--- src/rtl/config_frame_loader_if.sv ---
// Configuration word stream in, assembled frame and frame-write controls out.
interface config_frame_loader_if #(
    parameter int unsigned NumberOfRows    = 16,
    parameter int unsigned FrameBitsPerRow = 32,
    parameter int unsigned MaxFramesPerCol = 20,
    parameter int unsigned NumberOfCols    = 16
);
    logic [31:0]                             WriteData;
    logic                                    WriteStrobe;
    logic [NumberOfRows*FrameBitsPerRow-1:0] FrameData;
    logic [NumberOfCols-1:0]                 ColumnSelect;
    logic [MaxFramesPerCol-1:0]              FrameSelect;
    logic                                    FrameStrobe;
    logic                                    Synced;
    logic                                    Error;

    // Bitstream source side.
    modport master (
        output WriteData, WriteStrobe,
        input  FrameData, ColumnSelect, FrameSelect, FrameStrobe, Synced, Error
    );

    // Frame loader side.
    modport slave (
        input  WriteData, WriteStrobe,
        output FrameData, ColumnSelect, FrameSelect, FrameStrobe, Synced, Error
    );
endinterface

--- src/rtl/config_frame_loader.sv ---
// Bitstream-to-frame write controller: finds the sync header, decodes a
// column/frame command, gathers one word per row and pulses FrameStrobe.
module config_frame_loader #(
    parameter int unsigned NumberOfRows    = 16,
    parameter int unsigned FrameBitsPerRow = 32,
    parameter int unsigned MaxFramesPerCol = 20,
    parameter int unsigned NumberOfCols    = 16,
    parameter logic [31:0] SyncWord        = 32'hFAB0_FAB1,
    parameter int unsigned DesyncFlag      = 20
) (
    input  logic                  CLK,
    input  logic                  resetn,
    config_frame_loader_if.slave  bus
);
    localparam int unsigned RowCntW = (NumberOfRows > 1) ? $clog2(NumberOfRows) : 1;
    localparam int unsigned FrameW  = NumberOfRows * FrameBitsPerRow;
    localparam logic [RowCntW-1:0] LastRow = RowCntW'(NumberOfRows - 1);

    typedef enum logic [1:0] {
        IDLE   = 2'd0,
        SYNCED = 2'd1,
        DATA   = 2'd2
    } state_e;

    state_e                      state_q, state_d;
    logic [RowCntW-1:0]          row_q, row_d;
    logic [FrameW-1:0]           frame_q;
    logic [NumberOfCols-1:0]     col_sel_q, col_sel_d;
    logic [MaxFramesPerCol-1:0]  frm_sel_q, frm_sel_d;
    logic                        valid_q, valid_d;
    logic                        error_q, error_d;
    logic                        strobe_q, strobe_d;
    logic                        synced_q;
    logic                        row_we_c;

    logic [7:0] cmd_col_c;
    logic [4:0] cmd_frm_c;
    logic       cmd_ok_c;
    logic       is_sync_c;

    // Command field decode and range check.
    assign cmd_col_c = bus.WriteData[31:24];
    assign cmd_frm_c = bus.WriteData[4:0];
    assign cmd_ok_c  = (32'(cmd_col_c) < NumberOfCols) && (32'(cmd_frm_c) < MaxFramesPerCol);
    assign is_sync_c = (bus.WriteData == SyncWord);

    // Next-state and control decode; idle cycles only drop the strobe.
    always_comb begin
        state_d   = state_q;
        row_d     = row_q;
        col_sel_d = col_sel_q;
        frm_sel_d = frm_sel_q;
        valid_d   = valid_q;
        error_d   = error_q;
        strobe_d  = 1'b0;
        row_we_c  = 1'b0;
        if (bus.WriteStrobe) begin
            case (state_q)
                IDLE: begin
                    if (is_sync_c) state_d = SYNCED;
                end
                SYNCED: begin
                    // The sync word has the desync bit set, so re-sync is matched first.
                    if (is_sync_c) begin
                        state_d = SYNCED;
                    end else if (bus.WriteData[DesyncFlag]) begin
                        state_d = IDLE;
                    end else begin
                        state_d = DATA;
                        row_d   = '0;
                        if (cmd_ok_c) begin
                            col_sel_d = NumberOfCols'(1) << cmd_col_c;
                            frm_sel_d = MaxFramesPerCol'(1) << cmd_frm_c;
                            valid_d   = 1'b1;
                        end else begin
                            error_d = 1'b1;
                            valid_d = 1'b0;
                        end
                    end
                end
                DATA: begin
                    row_we_c = 1'b1;
                    if (row_q == LastRow) begin
                        state_d  = SYNCED;
                        row_d    = '0;
                        strobe_d = valid_q;
                    end else begin
                        row_d = row_q + RowCntW'(1);
                    end
                end
                default: state_d = IDLE;
            endcase
        end
    end

    // Control state registers.
    always_ff @(posedge CLK or negedge resetn) begin
        if (!resetn) begin
            state_q   <= IDLE;
            row_q     <= '0;
            col_sel_q <= '0;
            frm_sel_q <= '0;
            valid_q   <= 1'b0;
            error_q   <= 1'b0;
            strobe_q  <= 1'b0;
            synced_q  <= 1'b0;
        end else begin
            state_q   <= state_d;
            row_q     <= row_d;
            col_sel_q <= col_sel_d;
            frm_sel_q <= frm_sel_d;
            valid_q   <= valid_d;
            error_q   <= error_d;
            strobe_q  <= strobe_d;
            synced_q  <= (state_d != IDLE);
        end
    end

    // Row data capture into the frame buffer.
    always_ff @(posedge CLK or negedge resetn) begin
        if (!resetn) begin
            frame_q <= '0;
        end else begin
            for (int unsigned r = 0; r < NumberOfRows; r++) begin
                if (row_we_c && (row_q == RowCntW'(r))) begin
                    frame_q[r*FrameBitsPerRow +: FrameBitsPerRow] <= FrameBitsPerRow'(bus.WriteData);
                end
            end
        end
    end

    assign bus.FrameData    = frame_q;
    assign bus.ColumnSelect = col_sel_q;
    assign bus.FrameSelect  = frm_sel_q;
    assign bus.FrameStrobe  = strobe_q;
    assign bus.Synced       = synced_q;
    assign bus.Error        = error_q;
endmodule

--- src/flat_wrapper.sv ---
// flat-port wrapper written by rule: the top's interface ports become plain ports
module config_frame_loader_flat 
#(
    parameter int unsigned NumberOfRows    = 16,
    parameter int unsigned FrameBitsPerRow = 32,
    parameter int unsigned MaxFramesPerCol = 20,
    parameter int unsigned NumberOfCols    = 16,
    parameter logic [31:0] SyncWord        = 32'hFAB0_FAB1,
    parameter int unsigned DesyncFlag      = 20
)
  (CLK, resetn, bus_WriteData, bus_WriteStrobe, bus_FrameData, bus_ColumnSelect, bus_FrameSelect, bus_FrameStrobe, bus_Synced, bus_Error);
  config_frame_loader_if #(.NumberOfRows(NumberOfRows), .FrameBitsPerRow(FrameBitsPerRow), .MaxFramesPerCol(MaxFramesPerCol), .NumberOfCols(NumberOfCols)) bus_i ();
  input  logic CLK;
  input  logic resetn;
  input wire logic [$bits(bus_i.WriteData)-1:0] bus_WriteData;
  input wire logic [$bits(bus_i.WriteStrobe)-1:0] bus_WriteStrobe;
  output wire logic [$bits(bus_i.FrameData)-1:0] bus_FrameData;
  output wire logic [$bits(bus_i.ColumnSelect)-1:0] bus_ColumnSelect;
  output wire logic [$bits(bus_i.FrameSelect)-1:0] bus_FrameSelect;
  output wire logic [$bits(bus_i.FrameStrobe)-1:0] bus_FrameStrobe;
  output wire logic [$bits(bus_i.Synced)-1:0] bus_Synced;
  output wire logic [$bits(bus_i.Error)-1:0] bus_Error;
  assign bus_i.WriteData = bus_WriteData;
  assign bus_i.WriteStrobe = bus_WriteStrobe;
  assign bus_FrameData = bus_i.FrameData;
  assign bus_ColumnSelect = bus_i.ColumnSelect;
  assign bus_FrameSelect = bus_i.FrameSelect;
  assign bus_FrameStrobe = bus_i.FrameStrobe;
  assign bus_Synced = bus_i.Synced;
  assign bus_Error = bus_i.Error;
  config_frame_loader #(.NumberOfRows(NumberOfRows), .FrameBitsPerRow(FrameBitsPerRow), .MaxFramesPerCol(MaxFramesPerCol), .NumberOfCols(NumberOfCols), .SyncWord(SyncWord), .DesyncFlag(DesyncFlag)) u_core (.CLK(CLK), .resetn(resetn), .bus(bus_i));
endmodule
--- config.mk ---
export PLATFORM = sky130hd
export DESIGN_NAME = config_frame_loader_flat
export DESIGN_NICKNAME = d
export VERILOG_FILES = /design/src/rtl/config_frame_loader_if.sv /design/src/rtl/config_frame_loader.sv /design/src/flat_wrapper.sv
export SDC_FILE = /design/constraint.sdc
export NUM_CORES = 1
export LEC_CHECK = 0
export ABC_AREA = 1
export CORE_AREA = 2 2 227 229
export CTS_BUF_LIST = sky130_fd_sc_hd__clkbuf_2 sky130_fd_sc_hd__clkbuf_4 sky130_fd_sc_hd__clkbuf_8
export CTS_CLUSTER_SIZE = 25
export DETAILED_ROUTE_END_ITERATION = 7
export DIE_AREA = 0 0 229 231
export PLACE_DENSITY_LB_ADDON = 0.12
export SYNTH_ARGS = -nofsm -noshare
export SYNTH_HDL_FRONTEND = slang
export SYNTH_SLANG_ARGS = --single-unit
--- constraint.sdc ---
create_clock -name CLK -period 2.24 [get_ports CLK]
set_clock_uncertainty 0.15 [all_clocks]
set_input_delay 0.224 -clock CLK [delete_from_list [all_inputs] [get_ports CLK]]
set_output_delay 0.224 -clock CLK [all_outputs]
set_load 0.02 [all_outputs]
Word-level counts from Yosys, hierarchy flattened --
Index checks and enable logic that the tools add are counted.
Word-level totals: register bits after elaboration 558, bits of input ports 35
Cells by class: $add $sub $neg 1, $lt $le $gt $ge 2, equal/unequal tests 20, shift-type cells 2, mux-type cells 16, bitwise operators 3, reductions and logical operators 25
Operator list (count):
- == test 32 bit (second input constant) | 1
- == test 4 bit (second input constant) | 8
- left shift 1 x 5 -> 20 bit (first input constant) | 1
- logical AND 1 bit | 17
- == test 4 x 3 -> 1 bit (second input constant) | 4
- left shift 1 x 8 -> 16 bit (first input constant) | 1
- two-way mux 4 bit | 3
- two-way mux 2 bit | 5
- AND reduction 5 bit | 2
- == test 4 x 2 -> 1 bit (second input constant) | 2
- < comparator 8 x 5 -> 1 bit (second input constant) | 1
- case mux 4 bit (2 select lines) | 1
- AND reduction 4 bit | 2
- two-way mux 1 bit | 6
- case mux 2 bit (3 select lines) | 1
- < comparator 5 bit (second input constant) | 1
- adder 4 x 1 -> 4 bit (second input constant) | 1
- == test 4 x 1 -> 1 bit (second input constant) | 1
- logical NOT 4 bit | 1
- inequality test 2 bit (second input constant) | 2
- nonzero test 2 bit | 2
- NOT 1 bit | 3
- == test 2 x 1 -> 1 bit (second input constant) | 1
- == test 2 bit (second input constant) | 1
- logical NOT 2 bit | 1

Longest topological paths before layout --
Gate-level depths: netlist (run 1).
depth in word-level cells 5, mapped depth 9, mapped depth without buffers 9

Worst setup path before layout (run 1) --
No wires, ideal clock.
path kind register to register, start point register u_core.row_q[0], end point register u_core.frame_q[238], in the netlist u_core.bus.FrameData[238], data arrival time 1.614 ns, data required time 1.962 ns, setup slack 0.348 ns, stages on the path, launching flop included 6, buffers on the path 1, cells stage by stage dfrtp_1 -> ha_1 -> inv_1 -> nor3_4 -> buf_4 -> mux2_1
On the way: cells in the longest elaborated chain, start to end 2
Ends and longest elaborated chain:
- start, declared | line config_frame_loader.sv:26 | logic [RowCntW-1:0] row_q, row_d;
- start signal, assigned | line config_frame_loader.sv:109 | row_q <= row_d;
- == test 4 x 3 -> 1 bit | line config_frame_loader.sv:125 | if (row_we_c && (row_q == RowCntW'(r))) begin
- logical AND 1 bit | line config_frame_loader.sv:125
- end signal, assigned by index | line config_frame_loader.sv:126 | frame_q[r*FrameBitsPerRow +: FrameBitsPerRow] <= FrameBitsPerRow'(bus.WriteData);
- end, declared | line config_frame_loader.sv:27 | logic [FrameW-1:0] frame_q;
Every way passes these cells. A chain may end at the register's enable or synchronous reset.

Worst setup path in the final report (run 1) --
start point register u_core.frame_q[400], in the netlist u_core.bus.FrameData[400], end point output bus_FrameData[400]
RTL lines:
- end, declared | line flat_wrapper.sv:17 | output wire logic [$bits(bus_i.FrameData)-1:0] bus_FrameData;
No word-level cell between the ends.

==> metrics.cfg, run 1 <==
[outcome]
status = completed

[worst_setup_path]
path_class = reg2out
slowest_stage = clkdlybuf4s50_1
critPathTopFamily = buffers and inverters
cp-start-kind = register
worst_ep_arrival_time_ns = 1.75
crit_path_max_fanout = 2
path_cells = clkdlybuf4s50_1
crit_buf_inv = 1
end_kind = output pin
crit_path_max_incr_delay_ns = 0.72
required_ns = 1.87

[clocking]
cts_tree = built
clk_pin_slew_ns = 0.06
cts.sinks = 558
cts-root-buf = clkbuf_8
clk_path_buf_depth = 3
numCtsBuffers = 91
cts_max_level = 3
clock_latency_ns = 0.66
cts_setup_buffers = 0

[final_layout]
drive_above_1_share_pct = 11.7
fin_nets = 2766
layout_common_cells = clkdlybuf4s50_1, dfrtp_1, nor2_1, a21oi_1, nand2_1
antenna_cells = 0
utilization_pct = 59.7
area_growth_pct = 43.3
layout_commonest_cell = clkdlybuf4s50_1
n_fill_cell = 4367

[floorplan]
io_pins = 586
die_h_um = 231
std_cell_rows = 83
coreArea_um2 = 50700
die_w_um = 229
fp.dieArea_um2 = 52900
initial_utilization_pct = 41.7

[global_routing]
gr-total-overflow = 0
track_usage_pct = 29.4
antenna_found_initial = 0
grt_pass1_wl_mm = 116
first_global_vias = 17700
grt_max_degree = 100

[sta]
fin_crit_sh_pct = 94.7
rsz0062_at_grt = no
maxSlewHeadroom_pct = 59.5
period_minus_slack_ns = 2.12
setup_tns_ns = 0
setup_violations = 0
hold_violations = 0
max_freq_ghz = 0.472
slew_viol_final = 0
tightest_slew_ns = 0.606

[synthesis]
yosysTopAreaCell = dfrtp_1
synth_ff_type = dfrtp_1
synth_top_area_share_pct = 66.1
async_reset_ff_share_pct = 100
yosysSeqAreaShare_pct = 66.1
yosysWarningCount = 0
syn_area_per_cell_um2 = 10.0
syn_inst = 2103
synthDistinctLibCells = 30
syn_area_um2 = 21100
synth.area.top_cells = dfrtp_1, a21oi_1, nor2_1, nand2_1, o21ai_0
synth_edf_count = 0
syn_nets = 2142
synth-seq-cells = 558

[route]
routed_wl_mm = 77.9
num_vias = 17600
drc = 0
initialDrtViolationCount = 1249
dr.pass1.iters = 7
ant_nets = 0
avgRoutedWirePerCell_um = 22.4
vias_per_cell = 5.06

[run]
max_cap_viol_count = 0

[placement]
numPortBuffers = 585
routabilityCongestion = 0.883
hpwl_mm = 54.5

[power]
vdd_drop_max_mv = 0.750
p_per_area_nw_per_um2 = 916
power.total_mw = 27.7
leakagePower_nw = 14.3

[hold_path]
min_path_type = in2reg

[cells by family after synthesis]
logic type	synth area share [%]
and+or+nand+nor	15.5
DFF	66.1
AOI/OAI and AO/OA	11.8
buffers and inverters	4.10
muxes	2.13
adders and majority gates	0.237
xor gates and xnor gates	0.0829
[flip-flops by register name, indices dropped and copies added (netlist names)]
register,cells
u_core.bus.FrameStrobe,1
u_core.bus.Error,1
u_core.valid_q,1
u_core.bus.FrameSelect,20
u_core.bus.Synced,1
u_core.bus.FrameData,512
u_core.state_q,2
u_core.bus.ColumnSelect,16
u_core.row_q,4
[worst min-delay path, cell delays in order]
cell	delay, ns
clkdlybuf4s50_1	0.41
clkinv_1	0.12
a21oi_1	0.08
[power breakdown]
group,total (mW),internal (mW),switching (mW)
combinational,6.10,2.60,3.50
clock,9.70,5.56,4.15
sequential,11.9,11.2,0.720
total,27.7,19.4,8.37
[final timing paths]
check	cells past startpoint	end	slack, ns	start
worst max-delay path	1	bus_FrameData[400]	0.12	u_core.bus.FrameData[400]$_DFFE_PN0P_
worst min-delay path	3	u_core.bus.FrameData[499]$_DFFE_PN0P_	0.05	bus_WriteData[19]
worst max register to register	5	u_core.bus.FrameData[359]$_DFFE_PN0P_	0.23	u_core.row_q[0]$_DFFE_PN0P_
worst min register to register	2	u_core.bus.ColumnSelect[12]$_DFFE_PN0P_	0.33	u_core.bus.ColumnSelect[12]$_DFFE_PN0P_
max in group asynchronous	3	u_core.bus.FrameData[90]$_DFFE_PN0P_	1.28	resetn
min in group asynchronous	3	u_core.bus.ColumnSelect[15]$_DFFE_PN0P_	0.11	resetn
[Yosys cell counts, types with 2 or more instances]
cell type / number
inv_2: 5
o21ai_0: 124
nor4_1: 2
mux2_1: 12
inv_1: 18
nand2_4: 6
o21ai_1: 16
clkbuf_1: 72
a21oi_1: 354
nor2_4: 13
nor3_4: 3
nand3_1: 28
ha_1: 4
dfrtp_1: 558
clkinv_1: 15
nand2_1: 347
nand4_1: 8
buf_2: 79
mux2_2: 28
o31ai_1: 2
buf_4: 7
nor2_1: 386
nor3_1: 9
[per-layer routing]
layer / track usage (%) / vias up / routed length [um]
met2: 48.3 / 663 / 37700
met3: 10.6 / 130 / 7290
met1: 35.6 / 8712 / 30400
met5: 0 / - / 0
met4: 10.8 / 0 / 2500
li1: - / 8107 / -
[timing repair]
action	CTS	global route
endpoints found under the setup margin	0	0
endpoints found under the hold margin	558	0
hold buffers	2	0
resized for setup	0	0
[per-stage QoR]
step	cell area [um^2]	hold WS, ns	worst slack [ns]	cells
floorplan	21100	-0.222	0.348	2103
global placement	28200	0.0162	0.122	3312
detailed placement	28200	0.0217	0.0645	3312
CTS	30300	0.00136	0.0490	3478
global route	30300	0.0775	0.0569	3478
finish	30300	0.0529	0.119	3478
[layout make-up]
| class | count | area [um^2] | area share (%) |
|---|---|---|---|
| Inverter | 39 | 148 | 0.488 |
| Clock inverter | 20 | 206 | 0.682 |
| Sequential cell | 558 | 14000 | 46.1 |
| Clock buffer | 144 | 1800 | 5.95 |
| Tap cell | 680 | 851 | 2.81 |
| Timing Repair Buffer | 689 | 7010 | 23.1 |
| Multi-Input combinational cell | 1348 | 6300 | 20.8 |
Note: power is estimated with default switching activity, not from simulation.
==> run 2, diff against run 1 <==
Settings changed: CTS_CLUSTER_DIAMETER from default to 50.
==> metrics.cfg, run 2 (synthesis results as in run 1) <==
[outcome]
status = completed  ; unchanged

[worst_setup_path]
crit_buf_inv = 1  ; unchanged
required_ns = 1.87  ; about the same
path_class = reg2out  ; unchanged
end_kind = output pin  ; unchanged
crit_path_max_incr_delay_ns = 0.75  ; was 0.72 ns
cp-start-kind = register  ; unchanged
worst_ep_arrival_time_ns = 1.79  ; was 1.75 ns
crit_path_max_fanout = 2  ; unchanged
slowest_stage = clkdlybuf4s50_1  ; unchanged
critPathTopFamily = buffers and inverters  ; unchanged
path_cells = clkdlybuf4s50_1  ; unchanged

[final_layout]
layout_common_cells = clkdlybuf4s50_1, dfrtp_1, nor2_1, a21oi_1, nand2_1  ; unchanged
drive_above_1_share_pct = 9.52  ; was 11.7%
area_growth_pct = 39.9  ; was 43.3%
layout_commonest_cell = clkdlybuf4s50_1  ; unchanged
largest_register_ffs = 512  ; unchanged
fin_nets = 2727  ; was 2766

[power]
vdd_drop_max_mv = 0.762  ; was 0.750 mV
leakagePower_nw = 13.9  ; was 14.3 nW
p_per_area_nw_per_um2 = 855  ; was 916 nW/um^2

[clocking]
clock_latency_ns = 0.68  ; was 0.66 ns
numCtsBuffers = 51  ; was 91
cts-root-buf = clkbuf_8  ; unchanged
clk_path_buf_depth = 3  ; unchanged
cts_setup_buffers = 0  ; unchanged
cts.sinks = 558  ; unchanged
cts_max_level = 2  ; was 3
cts_tree = built  ; unchanged
clk_pin_slew_ns = 0.11  ; was 0.06 ns

[placement]
routabilityCongestion = 0.883  ; unchanged
hpwl_mm = 54.5  ; unchanged
numPortBuffers = 585  ; unchanged
preCtsSetupSlack_ns = 0.0645  ; unchanged

[floorplan]
io_pins = 586  ; unchanged
fp.dieArea_um2 = 52900  ; unchanged
std_cell_rows = 83  ; unchanged
die_h_um = 231  ; unchanged
coreArea_um2 = 50700  ; unchanged
die_w_um = 229  ; unchanged
initial_utilization_pct = 41.7  ; unchanged

[sta]
setup_violations = 0  ; unchanged
hold_violations = 0  ; unchanged
fin_ws_ns = 0.0746  ; was 0.119 ns
maxSlewHeadroom_pct = 59.6  ; was 59.5%
setup_tns_ns = 0  ; unchanged
rsz0062_at_grt = no  ; unchanged
tightest_slew_ns = 0.605  ; was 0.606 ns
max_freq_ghz = 0.462  ; was 0.472 GHz
fin_crit_sh_pct = 96.7  ; was 94.7%
period_minus_slack_ns = 2.17  ; was 2.12 ns
slew_viol_final = 0  ; unchanged

[global_routing]
antenna_found_initial = 1  ; was 0
first_global_vias = 17300  ; was 17.7k
grt_max_degree = 100  ; unchanged
grt_pass1_wl_mm = 114  ; was 116 mm
track_usage_pct = 28.9  ; was 29.4%
gr-total-overflow = 0  ; unchanged

[route]
avgRoutedWirePerCell_um = 22.7  ; was 22.4 um
drc = 0  ; unchanged
met1_length_mm = 30.7  ; was 30.4 mm
initialDrtViolationCount = 1230  ; was 1249
met3WireLength_mm = 6.82  ; was 7.29 mm
vias_per_cell = 5.08  ; was 5.06
top_layer = met4  ; unchanged
dr.pass1.iters = 7  ; unchanged
met2_length_mm = 37.3  ; was 37.7 mm
num_vias = 17300  ; was 17.6k
ant_nets = 0  ; unchanged
routed_wl_mm = 77.3  ; was 77.9 mm

[run]
max_cap_viol_count = 0  ; unchanged

[hold_path]
min_path_type = in2async  ; was in2reg

[run 2: cell types whose count changed in the layout (fill, tap and decap cells not counted)]
| cell | change |
|---|---|
| clkbuf_4 | -29 |
| inv_6 | +14 |
| diode_2 | +1 |
| clkinv_8 | +8 |
| clkinv_4 | +2 |
| clkinv_2 | -13 |
| clkinvlp_4 | +3 |
| clkbuf_8 | -63 |
| inv_12 | +3 |
| inv_8 | +7 |
| dlygate4sd3_1 | +1 |
[run 2: layer usage]
layer | GRT usage [%] | vias up
met1 | 35.7 | 8610
met2 | 47.8 | 593
met4 | 9.76 | 0
li1 | - | 7996
met3 | 9.67 | 130
met5 | 0 | -
[run 2: layout make-up]
class,instances,area (um^2)
Clock inverter,44,562
Inverter,39,148
Sequential cell,558,14000
Timing Repair Buffer,690,7020
Clock buffer,52,716
Antenna cell,1,2.50
Multi-Input combinational cell,1348,6300
Fill cell,4444,21100
Tap cell,680,851
[run 2: through the flow]
step / hold WS [ns] / power, mW / instance area, um^2 / instances / util [%]
2_1_floorplan: -0.222 / 14.6 / 21100 / 2103 / -
3_3_place_gp: 0.0162 / 18.1 / 28200 / 3312 / 55.7
3_5_place_dp: 0.0217 / 18.2 / 28200 / 3312 / 55.7
4_1_cts: 0.0466 / 25.5 / 29600 / 3411 / 58.3
5_1_grt: 0.0833 / 26.4 / 29600 / 3412 / 58.3
6_report: 0.0751 / 25.3 / 29600 / 3412 / 58.3
[run 2: final timing paths]
path / startpoint / to / slack (ns) / cells after the start
setup / recovery: u_core.bus.FrameData[149]$_DFFE_PN0P_ / bus_FrameData[149] / 0.07 / 1
hold / removal: resetn / u_core.bus.ColumnSelect[0]$_DFFE_PN0P_ / 0.08 / 3
setup reg to reg: u_core.row_q[0]$_DFFE_PN0P_ / u_core.bus.FrameData[365]$_DFFE_PN0P_ / 0.21 / 5
hold reg to reg: u_core.bus.ColumnSelect[12]$_DFFE_PN0P_ / u_core.bus.ColumnSelect[12]$_DFFE_PN0P_ / 0.34 / 2
max in group asynchronous: resetn / u_core.bus.FrameData[60]$_DFFE_PN0P_ / 1.31 / 3
min in group CLK: bus_WriteData[0] / u_core.bus.FrameSelect[13]$_DFFE_PN0P_ / 0.16 / 5
[run 2: what timing repair did]
| item | CTS | global route |
|---|---|---|
| hold endpoints to repair | 559 | 0 |
| hold buffers | 3 | 0 |
| endpoints found under the setup margin | 0 | 0 |
| resized for setup | 0 | 0 |
[run 2: where the power goes]
group          internal [mW]  total [mW]  leakage, nW  switching, mW
Clock                   3.01        7.26        0.630           4.26
Sequential              11.2        11.9         7.59          0.721
Combinational           2.60        6.11         5.68           3.51
==> run 3, diff against run 2 <==
Settings changed: ABC_AREA 1 to default, CORE_AREA 2 2 227 229 to 2 2 228 230, DIE_AREA 0 0 229 231 to 0 0 230 232.
==> metrics.cfg, run 3 <==
[floorplan]
initial_utilization_pct = 41.9  ; was 41.7%
die_h_um = 232  ; was 231 um
io_pins = 586  ; unchanged
fp.dieArea_um2 = 53400  ; was 52900 um^2
die_w_um = 230  ; was 229 um
coreArea_um2 = 50900  ; was 50700 um^2
std_cell_rows = 83  ; unchanged

[sta]
hold_violations = 0  ; unchanged
slew_viol_final = 0  ; unchanged
max_freq_ghz = 0.473  ; was 0.462 GHz
fin_crit_sh_pct = 94.4  ; was 96.7%
setup_tns_ns = 0  ; unchanged
setup_violations = 0  ; unchanged
rsz0062_at_grt = no  ; unchanged
maxSlewHeadroom_pct = 59.6  ; about the same
tightest_slew_ns = 0.600  ; was 0.605 ns
period_minus_slack_ns = 2.12  ; was 2.17 ns

[synthesis]
synth_top_area_share_pct = 65.5  ; was 66.1%
netlist_top_cells_count = dfrtp_1, mux2_2, mux2_1, nand2_1, clkbuf_1  ; was dfrtp_1, nor2_1, a21oi_1, nand2_1, o21ai_0
synth-seq-cells = 558  ; unchanged
synth_edf_count = 0  ; unchanged
synth_ff_type = dfrtp_1  ; unchanged
yosysTopAreaCell = dfrtp_1  ; unchanged
synthDistinctLibCells = 41  ; was 30
syn_area_um2 = 21300  ; was 21100 um^2
async_reset_ff_share_pct = 100  ; unchanged
syn_nets = 1377  ; was 2142
syn_area_per_cell_um2 = 15.9  ; was 10.0 um^2
yosysWarningCount = 0  ; unchanged
yosysSeqAreaShare_pct = 65.5  ; was 66.1%
synth.area.top_cells = dfrtp_1, mux2_2, mux2_1, buf_4, nand2_1  ; was dfrtp_1, a21oi_1, nor2_1, nand2_1, o21ai_0
syn_inst = 1338  ; was 2103
yosysMostFrequentCell = dfrtp_1  ; unchanged

[run]
max_cap_viol_count = 0  ; unchanged

[worst_setup_path]
crit_path_max_fanout = 2  ; unchanged
crit_cells = 1  ; unchanged
reg2reg_from = u_core.row_q[1]$_DFFE_PN0P_  ; was u_core.row_q[0]$_DFFE_PN0P_
r2r_slack_ns = 0.15  ; was 0.21 ns
crit_path_max_incr_delay_ns = 0.72  ; was 0.75 ns
path_cells = clkdlybuf4s50_1  ; unchanged
crit_buf_inv = 1  ; unchanged
endpoint = bus_FrameData[63]  ; was bus_FrameData[149]
startpoint = u_core.bus.FrameData[63]$_DFFE_PN0P_  ; was u_core.bus.FrameData[149]$_DFFE_PN0P_
rr_worst_depth = 6  ; was 5
slowest_stage = clkdlybuf4s50_1  ; unchanged
cp-start-kind = register  ; unchanged
worst_ep_arrival_time_ns = 1.74  ; was 1.79 ns
critPathTopFamily = buffers and inverters  ; unchanged
end_kind = output pin  ; unchanged
r2r_end = u_core.bus.FrameData[383]$_DFFE_PN0P_  ; was u_core.bus.FrameData[365]$_DFFE_PN0P_
required_ns = 1.87  ; about the same
path_class = reg2out  ; unchanged

[global_routing]
antenna_found_initial = 0  ; was 1
track_usage_pct = 25.8  ; was 28.9%
grt_max_degree = 51  ; was 100
gr-total-overflow = 0  ; unchanged
first_global_vias = 14600  ; was 17.3k
grt_pass1_wl_mm = 101  ; was 114 mm

[hold_path]
min_path_type = in2async  ; unchanged

[outcome]
status = completed  ; unchanged

[placement]
hpwl_mm = 50.3  ; was 54.5 mm
placed_cell_area_um2 = 28800  ; was 28200 um^2
routabilityCongestion = 0.810  ; was 0.883
numPortBuffers = 585  ; unchanged

[clocking]
postCtsHoldBufs = 2  ; was 3
cts.sinks = 558  ; unchanged
clock_latency_ns = 0.66  ; was 0.68 ns
cts_setup_buffers = 0  ; unchanged
cts_max_level = 2  ; unchanged
cts_tree = built  ; unchanged
clk_pin_slew_ns = 0.10  ; was 0.11 ns
numCtsBuffers = 51  ; unchanged
clk_path_buf_depth = 3  ; unchanged
cts_resized = 0  ; unchanged
cts-root-buf = clkbuf_8  ; unchanged

[final_layout]
largest_register_ffs = 512  ; unchanged
multi_input_area_um2 = 6850  ; was 6300 um^2
layout_commonest_cell = clkdlybuf4s50_1  ; unchanged
fin_nets = 2026  ; was 2727
seq_area_um2 = 14000  ; unchanged
area_growth_pct = 41.2  ; was 39.9%
n_fill_cell = 4072  ; was 4444
drive_above_1_share_pct = 26.3  ; was 9.52%
utilization_pct = 59.2  ; was 58.3%
layout_common_cells = clkdlybuf4s50_1, dfrtp_1, mux2_2, mux2_1, buf_4  ; was clkdlybuf4s50_1, dfrtp_1, nor2_1, a21oi_1, nand2_1
fin_area_um2 = 30100  ; was 29600 um^2

[route]
ant_nets = 0  ; unchanged
dr.pass1.iters = 4  ; was 7
vias_per_cell = 5.08  ; about the same
initialDrtViolationCount = 603  ; was 1230
avgRoutedWirePerCell_um = 25.5  ; was 22.7 um
num_vias = 13800  ; was 17.3k
routed_wl_mm = 69.1  ; was 77.3 mm
drc = 0  ; unchanged

[power]
p_clk_share_pct = 40.2  ; was 28.7%
vdd_drop_max_mv = 0.547  ; was 0.762 mV
power_frac_comb_pct = 4.8  ; was 24.2%
power_switching_mw = 4.63  ; was 8.48 mW
seqPwrFrac_pct = 55.0  ; was 47.1%
p_int_mw = 13.8  ; was 16.8 mW
p_per_area_nw_per_um2 = 612  ; was 855 nW/um^2
leakagePower_nw = 14.5  ; was 13.9 nW
swShare_pct = 25.1  ; was 33.6%

==> run 3: cell types whose count changed in the layout (fill, tap and decap cells not counted), moves of 13 or more <==
cell / change
nor2_1: -380
a21oi_1: -354
nand2_1: -294
mux2_2: +272
mux2_1: +197
o21ai_0: -109
nand3_1: -23
o31ai_1: +19
o21ai_1: -16
clkinv_1: -15
inv_1: -13
inv_6: -13
==> run 3: routing by layer <==
layer | global-route usage (%) | share of wire, % | vias to the layer above
li1 | - | - | 5983
met1 | 32.7 | 41 | 7230
met2 | 42.1 | 48 | 434
met3 | 7.74 | 7.4 | 114
met4 | 9.07 | 3.4 | 0
met5 | 0 | 0 | -
==> run 3: worst min path at each step <==
stage | start | endpoint | slack, ns | cells past startpoint
final | resetn | u_core.bus.FrameData[479]$_DFFE_PN0P_ | 0.1 | 3
after global routing | resetn | u_core.bus.FrameData[479]$_DFFE_PN0P_ | 0.09 | 3
after CTS | resetn | u_core.bus.FrameData[475]$_DFFE_PN0P_ | 0.07 | 3
after detailed placement | resetn | u_core.bus.FrameData[475]$_DFFE_PN0P_ | 0.003 | 1
after global placement | resetn | u_core.bus.FrameData[475]$_DFFE_PN0P_ | 0.007 | 1
after floorplan | resetn | u_core.bus.ColumnSelect[0]$_DFFE_PN0P_ | -0.22 | 0
==> run 3: kinds of logic (layout without fill, tap and decap cells) <==
group                      after synthesis  after routing  synth area share [%]
DFF                                    558            558                  65.5
muxes                                  509            509                  26.9
and+or+nand+nor                        117            117                  3.19
buffers and inverters                  103            793                  2.54
AOI/OAI and AO/OA                       46             46                  1.63
adders and majority gates                4              4                 0.235
xor gates and xnor gates                 1              1                0.0411
other                                    0              1                     0
==> run 3: through the flow <==
stage / power [mW] / std cells / setup slack (ns) / hold WS (ns)
floorplan: 10.6 / 1338 / 0.282 / -0.222
global placement: 11.2 / 2612 / -0.0432 / 0.00688
detailed placement: 11.2 / 2612 / -0.0585 / 0.00313
CTS: 18.6 / 2708 / 0.0688 / 0.0720
global route: 19.1 / 2708 / 0.0299 / 0.0894
finish: 18.4 / 2709 / 0.125 / 0.0980
==> run 3: power by group through the flow <==
stage | sequential, mW | clock [mW] | combinational [mW]
2_1_floorplan | 10.4 | 0 | 0.202
3_3_place_gp | 10.3 | 0 | 0.897
3_5_place_dp | 10.3 | 0 | 0.903
5_1_grt | 10.1 | 7.98 | 0.974
4_1_cts | 10.1 | 7.57 | 0.914
6_report | 10.1 | 7.40 | 0.894
==> run 3: layout make-up <==
class	instances	share of cell area [%]
clock buffers	60	2.62
clock inverters	34	1.68
inverters	5	0.0623
multi-input cells	677	22.7
repair buffers	694	23.7
well taps	680	2.83
flip-flops and latches	558	46.4
diodes	1	0.00831
